File: config.mk
export PLATFORM = sky130hd
export DESIGN_NAME = renode_apb3_completer
export DESIGN_NICKNAME = d
export VERILOG_FILES = /design/src/rtl/renode_apb3_completer.sv
export SDC_FILE = /design/constraint.sdc
export NUM_CORES = 1
export LEC_CHECK = 0
export CAP_MARGIN = 10
export CELL_PAD_IN_SITES_DETAIL_PLACEMENT = 0
export CELL_PAD_IN_SITES_GLOBAL_PLACEMENT = 1
export CORE_AREA = 2 2 116 118
export DETAILED_ROUTE_END_ITERATION = 16
export DIE_AREA = 0 0 118 120
export HOLD_SLACK_MARGIN = 0.08
export PLACE_DENSITY = 0.78
export SYNTH_ARGS = -nofsm -noshare
export SYNTH_HDL_FRONTEND = slang
export SYNTH_SLANG_ARGS = --single-unit
File: constraint.sdc
create_clock -name pclk -period 2.25 [get_ports pclk]
set_clock_uncertainty 0.1 [all_clocks]
set_input_delay 0.45 -clock pclk [delete_from_list [all_inputs] [get_ports pclk]]
set_output_delay 0.45 -clock pclk [all_outputs]
set_load 0.02 [all_outputs]
File: src/rtl/renode_apb3_completer.sv
// renode_apb3_completer: APB3 completer turning each transfer into a one-shot back-end request/response.
// Define RENODE_APB3_COMPLETER_TIMEOUT_EN to fail transfers whose back-end stalls for TimeoutCycles.
module renode_apb3_completer #(
    parameter int AddressWidth  = 20,
    parameter int DataWidth     = 32,
    parameter int TimeoutCycles = 256
) (
    input  logic                    pclk,
    input  logic                    presetn,
    input  logic [AddressWidth-1:0] paddr,
    input  logic                    pselx,
    input  logic                    penable,
    input  logic                    pwrite,
    input  logic [DataWidth-1:0]    pwdata,
    output logic                    pready,
    output logic [DataWidth-1:0]    prdata,
    output logic                    pslverr,
    output logic                    req_valid,
    output logic                    req_write,
    output logic [AddressWidth-1:0] req_addr,
    output logic [DataWidth-1:0]    req_wdata,
    input  logic                    rsp_valid,
    input  logic [DataWidth-1:0]    rsp_rdata,
    input  logic                    rsp_error
);
    typedef enum logic [1:0] {S_IDLE, S_SETUP, S_WAIT, S_RESP} state_t;
    state_t state, state_next;
    logic [AddressWidth-1:0] addr_q;
    logic [DataWidth-1:0] wdata_q, rdata_q, rdata_next;
    logic write_q, err_q, err_next, capture, unaligned, timeout;
    assign capture   = pselx && !penable && (state == S_IDLE || state == S_RESP);
    assign unaligned = |(addr_q & AddressWidth'(DataWidth / 8 - 1));
`ifdef RENODE_APB3_COMPLETER_TIMEOUT_EN
    localparam int CW = $clog2(TimeoutCycles + 1);
    logic [CW-1:0] cnt;
    // Counts cycles since req_valid, so the limit is measured from the request pulse.
    always_ff @(posedge pclk or negedge presetn)
        if (!presetn) cnt <= '0;
        else cnt <= (state == S_SETUP || state == S_WAIT) ? cnt + 1'b1 : '0;
    assign timeout = cnt >= CW'(TimeoutCycles - 1);
`else
    logic unused_timeout;
    assign unused_timeout = TimeoutCycles > 0;
    assign timeout = 1'b0;
`endif
    always_comb begin
        state_next = state;
        err_next   = err_q;
        rdata_next = rdata_q;
        case (state)
            S_IDLE: state_next = capture ? S_SETUP : S_IDLE;
            S_SETUP, S_WAIT:
                if (state == S_SETUP && unaligned) begin
                    state_next = S_RESP;
                    err_next   = 1'b1;
                    rdata_next = '0;
                end else if (rsp_valid) begin
                    state_next = S_RESP;
                    err_next   = rsp_error;
                    rdata_next = (write_q || rsp_error) ? '0 : rsp_rdata;
                end else if (timeout) begin
                    state_next = S_RESP;
                    err_next   = 1'b1;
                    rdata_next = '0;
                end else begin
                    state_next = S_WAIT;
                end
            S_RESP: state_next = capture ? S_SETUP : S_IDLE;
            default: state_next = S_IDLE;
        endcase
    end
    always_ff @(posedge pclk or negedge presetn) begin
        if (!presetn) begin
            state   <= S_IDLE;
            addr_q  <= '0;
            write_q <= 1'b0;
            wdata_q <= '0;
            err_q   <= 1'b0;
            rdata_q <= '0;
        end else begin
            state   <= state_next;
            err_q   <= err_next;
            rdata_q <= rdata_next;
            if (capture) begin
                addr_q  <= paddr;
                write_q <= pwrite;
                wdata_q <= pwdata;
            end
        end
    end
    assign pready    = state == S_RESP;
    assign pslverr   = pready && err_q;
    assign prdata    = pready ? rdata_q : '0;
    assign req_valid = state == S_SETUP && !unaligned;
    assign req_write = write_q;
    assign req_addr  = addr_q;
    assign req_wdata = wdata_q;
endmodule

# Word-level counts from Yosys, hierarchy flattened
# Index checks and enable logic that the tools add are counted.
[classes] n_eq_ne=3 reduce_logical=15 muxes=10
[ops] op="2-to-1 mux 32 bit" n=4
[ops] op="OR reduction 2 bit" n=3
[ops] op="logical AND 1 bit" n=5
[ops] op="2-to-1 mux 1 bit" n=5
[ops] op="== test 2 bit (second input constant)" n=2
[ops] op="case mux 2 bit (2 select lines)" n=1
[ops] op="== test 2 x 1 -> 1 bit (second input constant)" n=1
[ops] op="logical NOT 1 bit" n=2
[ops] op="logical NOT 2 bit" n=1
[ops] op="logical OR 1 bit" n=2
[ops] op="AND reduction 2 bit" n=1
[ops] op="nonzero test 2 bit" n=1
[totals] reg_bits=88 out_inout_bits=88 word_cells=34 inputBits=91

# Logic depth before layout (Yosys ltp)
[depth] depth_word=5 mapped_depth=6 mapped_depth_nobuf=5

# Worst setup path after synthesis
# OpenSTA, ideal clock, no wires.
[synth_path] path_type="register to register" startpoint="register state[0]" endpoint="register addr_q[0] (netlist: req_addr[0])" path_stages_with_launch=6 path_slack_ns=0.506 synth_period_minus_slack_ns=1.744 setup_ns=0.125 required_time_ns=2.025 arrival_time_ns=1.519 n_path_buf=2 cell_sequence="dfrtp_1 -> ha_1 -> nand3b_1 -> buf_2 -> buf_2 -> mux2_2"
[synth_between] elab_chain_len=3 elab_cells_between_ends=4 classes_between="1 x eq/ne; 3 x reduce/logical"
[synth_lines] element="from (decl)" line="27" rtl="state_t state, state_next;"
[synth_lines] element="from (signal assigned)" line="81" rtl="state <= state_next;"
[synth_lines] element="== test 2 bit or logical NOT 2 bit (tied branches)" line="31" rtl="assign capture = pselx && !penable && (state == S_IDLE || state == S_RESP);"
[synth_lines] element="logical OR 1 bit *" line="31"
[synth_lines] element="logical AND 1 bit *" line="31"
[synth_lines] element="to (signal assigned)" line="85" rtl="addr_q <= paddr;"
[synth_lines] element="to (decl)" line="28" rtl="logic [AddressWidth-1:0] addr_q;"
# Mark *: on every way between the ends. The rest lies on a longest branch, timed or not.
# A chain may end at the register's enable or synchronous reset.

# Worst setup path in the final report
[layout_path] startpoint="register state[0]" endpoint="output prdata[4]"
[layout_between] elab_chain_len=2
[layout_lines] element="== test 2 bit" line="91" rtl="assign pready = state == S_RESP;"
[layout_lines] element="2-to-1 mux 32 bit" line="93" rtl="assign prdata = pready ? rdata_q : '0;"
[layout_lines] element="to (decl)" line="16" rtl="output logic [DataWidth-1:0] prdata,"
# Every way passes these cells.

==> impl_results.md <==
- Port bufs: ~180
- Critical path required time: 1.70 ns
- Worst-Margin Slew: between 0.5 and 0.6 ns
- Placed instance area: 5800 um2
- Met1 track demand over resource: 15.0%
- Slowest cell on crit path: dfrtp_1
- Die Span Y: about 120 um
- Setup TNS: 0 ns
- Total of max-cap violations: 0
- Final WS setup: between 0.1 and 0.15 ns
- Antenna Violating Nets Remaining: 0
- Slew Limit Headroom: between 60% and 70%
- Design area: 6060 um2
- CTS tree: yes
- Share of post-route cells with drive strength above 1: 25.1%
- M2 GR Usage: 24.0%
- Nets@finish: 546
- Top-count cell post-synth: dfrtp_1
- Outcome: completed
- Worst setup path class: flip-flop to primary output
- CTS Buf Count: 9
- WL final: around 9.6 mm
- H-tree depth: 3
- First DRT Iteration DRCs: 83
- Post-Syn Nets: 362
- Post-synth top cells: 88 x dfrtp_1, 86 x mux2_2, 33 x and2_1, 32 x and3_1, 9 x clkbuf_1
- Pre-CTS setup slack: 0.223 ns
- Initial Util: 29.1%
- Hold Slack: slightly below 0.4 ns
- RSZ-0062 raised after global routing: no
- DR pass1 iterations: 4
- I/O pin count: around 180
- Worst-path clk slew: approximately 0.060 ns
- FP Rows: 42
- Minimum clock period: 2.12 ns
- Mapped cell area: 3770 um2
- Layout overhead on the synthesized area: 60.6%
- Syn_area_per_cell: about 14 um2
- Drt via density: between 4 and 5
- Startpoint type of the worst setup path: flip-flop
- Fmax: 0.471 GHz
- First-pass GRT wire length: 15.3 mm
- Clk buf depth: 2
- Layer with the highest usage: met2
- CP Capture Type: primary output
- Inserted Diodes: 0
- Slew Limit Fails: 0
- Hold/Removal Path Class: flip-flop to flip-flop
- Cell Pwr Density: approximately 1300 nW/um2
- Sink Count: 88
- Final Hold Fails: 0
- Worst-skew pair later-pin latency: 0.33 ns
- Avg WL per Cell: about 15 um
- Worst endpoint data arrival time: 1.57 ns
- Worst path max stage delay: 0.38 ns
- Final Wtd Congestion: 0.669
- Gr usage total: roughly 14%
- Synth cell types: 15
- Number of enable flip-flop cells after synthesis: 0
- Yosys Warn Count: 0
- Post-CTS setup buffer count: 0
- Largest area contributor in the synthesized netlist: dfrtp_1
- Final core occ: 46.7%
- Root Buffer: clkbuf_16
- Setup violators final: 0
- Max VDD drop: 0.000656 V
- Vias in the first global route: 3016
- Top FF cell, synth: dfrtp_1
- Sequential share of the synthesized area: 58.3%
- Largest net degree at the start of global routing: 43
- Post-synth ARST share: 100%
- Drc violations: 0
- Antenna violations before repair: 0
- Synthesis-stage register bit count: 88
- GRT overflow: 0
- Most area-consuming cells after synthesis: dfrtp_1 58%, mux2_2 26%, and2_1 5.5%, and3_1 5.3%, clkbuf_1 0.89%
- Vias: 2769
- Die area: between 10000 and 15000 um2
- CP Max Fanout: 34
- Die span in x: 118 um
- Leakage power: between 2 and 3 nW
- Final period util: roughly 94%
- Synth top area share: about three fifths
- Routing usage on met3: 4.99%
- Area of the core: 13000 um2
- HPWL after DPL: 7.02 mm
- Critical-path cell list: ha_1 > buf_12 > and2_1 > dlygate4sd2_1
- Cells after Synth: 269
[timing repair]
item                       in CTS  in global routing
hold buffers                    1                  0
gates cloned                    0                  0
hold endpoints to repair       39                  0
resized for setup              34                  1
setup endpoints to repair      34                  1
[placed cells by master (no fill, tap or decap), drive strengths merged]
| master | n |
|---|---|
| clkinvlp | 1 |
| ha | 2 |
| nor3b | 1 |
| inv | 3 |
| clkbuf | 14 |
| nand3b | 1 |
| nand2b | 2 |
| mux2 | 86 |
| and2 | 33 |
| dlygate4sd3 | 1 |
| and3 | 32 |
| o21ai | 1 |
| clkinv | 1 |
| dlymetal6s2s | 1 |
| a21oi | 1 |
| dlygate4sd2 | 34 |
| buf | 13 |
| nor2 | 1 |
| dfrtp | 88 |
| clkdlybuf4s50 | 142 |
[critical path: cells and delay by family (launching register included)]
kind	cells	cell delay [ns]
buffers and inverters	2	0.48
DFF	1	0.38
adders and majority gates	1	0.23
and+or+nand+nor	1	0.14
[worst paths after layout]
| path | from | endpoint | slack (ns) | depth (start not counted) |
|---|---|---|---|---|
| hold reg to reg | rdata_q[4]$_DFFE_PN0P_ | rdata_q[4]$_DFFE_PN0P_ | 0.40 | 1 |
| max in group asynchronous | presetn | req_addr[2]$_DFFE_PN0P_ | 0.79 | 3 |
| hold / removal | rdata_q[4]$_DFFE_PN0P_ | rdata_q[4]$_DFFE_PN0P_ | 0.40 | 1 |
| setup / recovery | state[0]$_DFF_PN0_ | prdata[4] | 0.13 | 4 |
| min in group asynchronous | presetn | rdata_q[28]$_DFFE_PN0P_ | 0.54 | 2 |
| setup reg to reg | state[0]$_DFF_PN0_ | req_wdata[13]$_DFFE_PN0P_ | 0.44 | 4 |
[kinds of logic (layout without fill, tap and decap cells)]
| logic type | after synthesis | count (layout) | synth area share [%] |
|---|---|---|---|
| mux | 86 | 86 | 25.7 |
| simple gates | 70 | 70 | 11.6 |
| compound gates | 2 | 2 | 0.862 |
| flops | 88 | 88 | 58.3 |
| buf+inv | 21 | 210 | 2.88 |
| fa+ha+maj | 2 | 2 | 0.663 |
[state kept, by name, indices dropped and copies added, names as in the netlist]
signal / cells
rdata_q: 32
req_addr: 20
state: 2
req_wdata: 32
err_q: 1
req_write: 1
[where the power goes]
group	internal (mW)	switching, mW
sequential	2.24	0.318
clock	0.838	0.584
combinational	2.02	1.73
total	5.09	2.63
[per-stage QoR]
step                      std cells  total power [mW]
final                           634              7.72
after global routing            634              8.17
after CTS                       634              7.87
after detailed placement        617              6.44
after global placement          617              6.36
after floorplan                 269              4.68
[per-layer routing]
metal / vias to the layer above / wire length [um]
met5: - / 0
met4: 0 / 208
met3: 14 / 702
met2: 104 / 4840
met1: 1356 / 3810
li1: 1295 / -
[layout make-up]
type | instances | area, um2
fillers | 1227 | 6920
flip-flops and latches | 88 | 2200
repair buffers | 191 | 1880
multi-input cells | 160 | 1460
clock buffers | 14 | 274
well taps | 176 | 220
clock inverters | 2 | 12.5
inverters | 3 | 11.3
No activity file was read; power rests on OpenSTA's default activity.
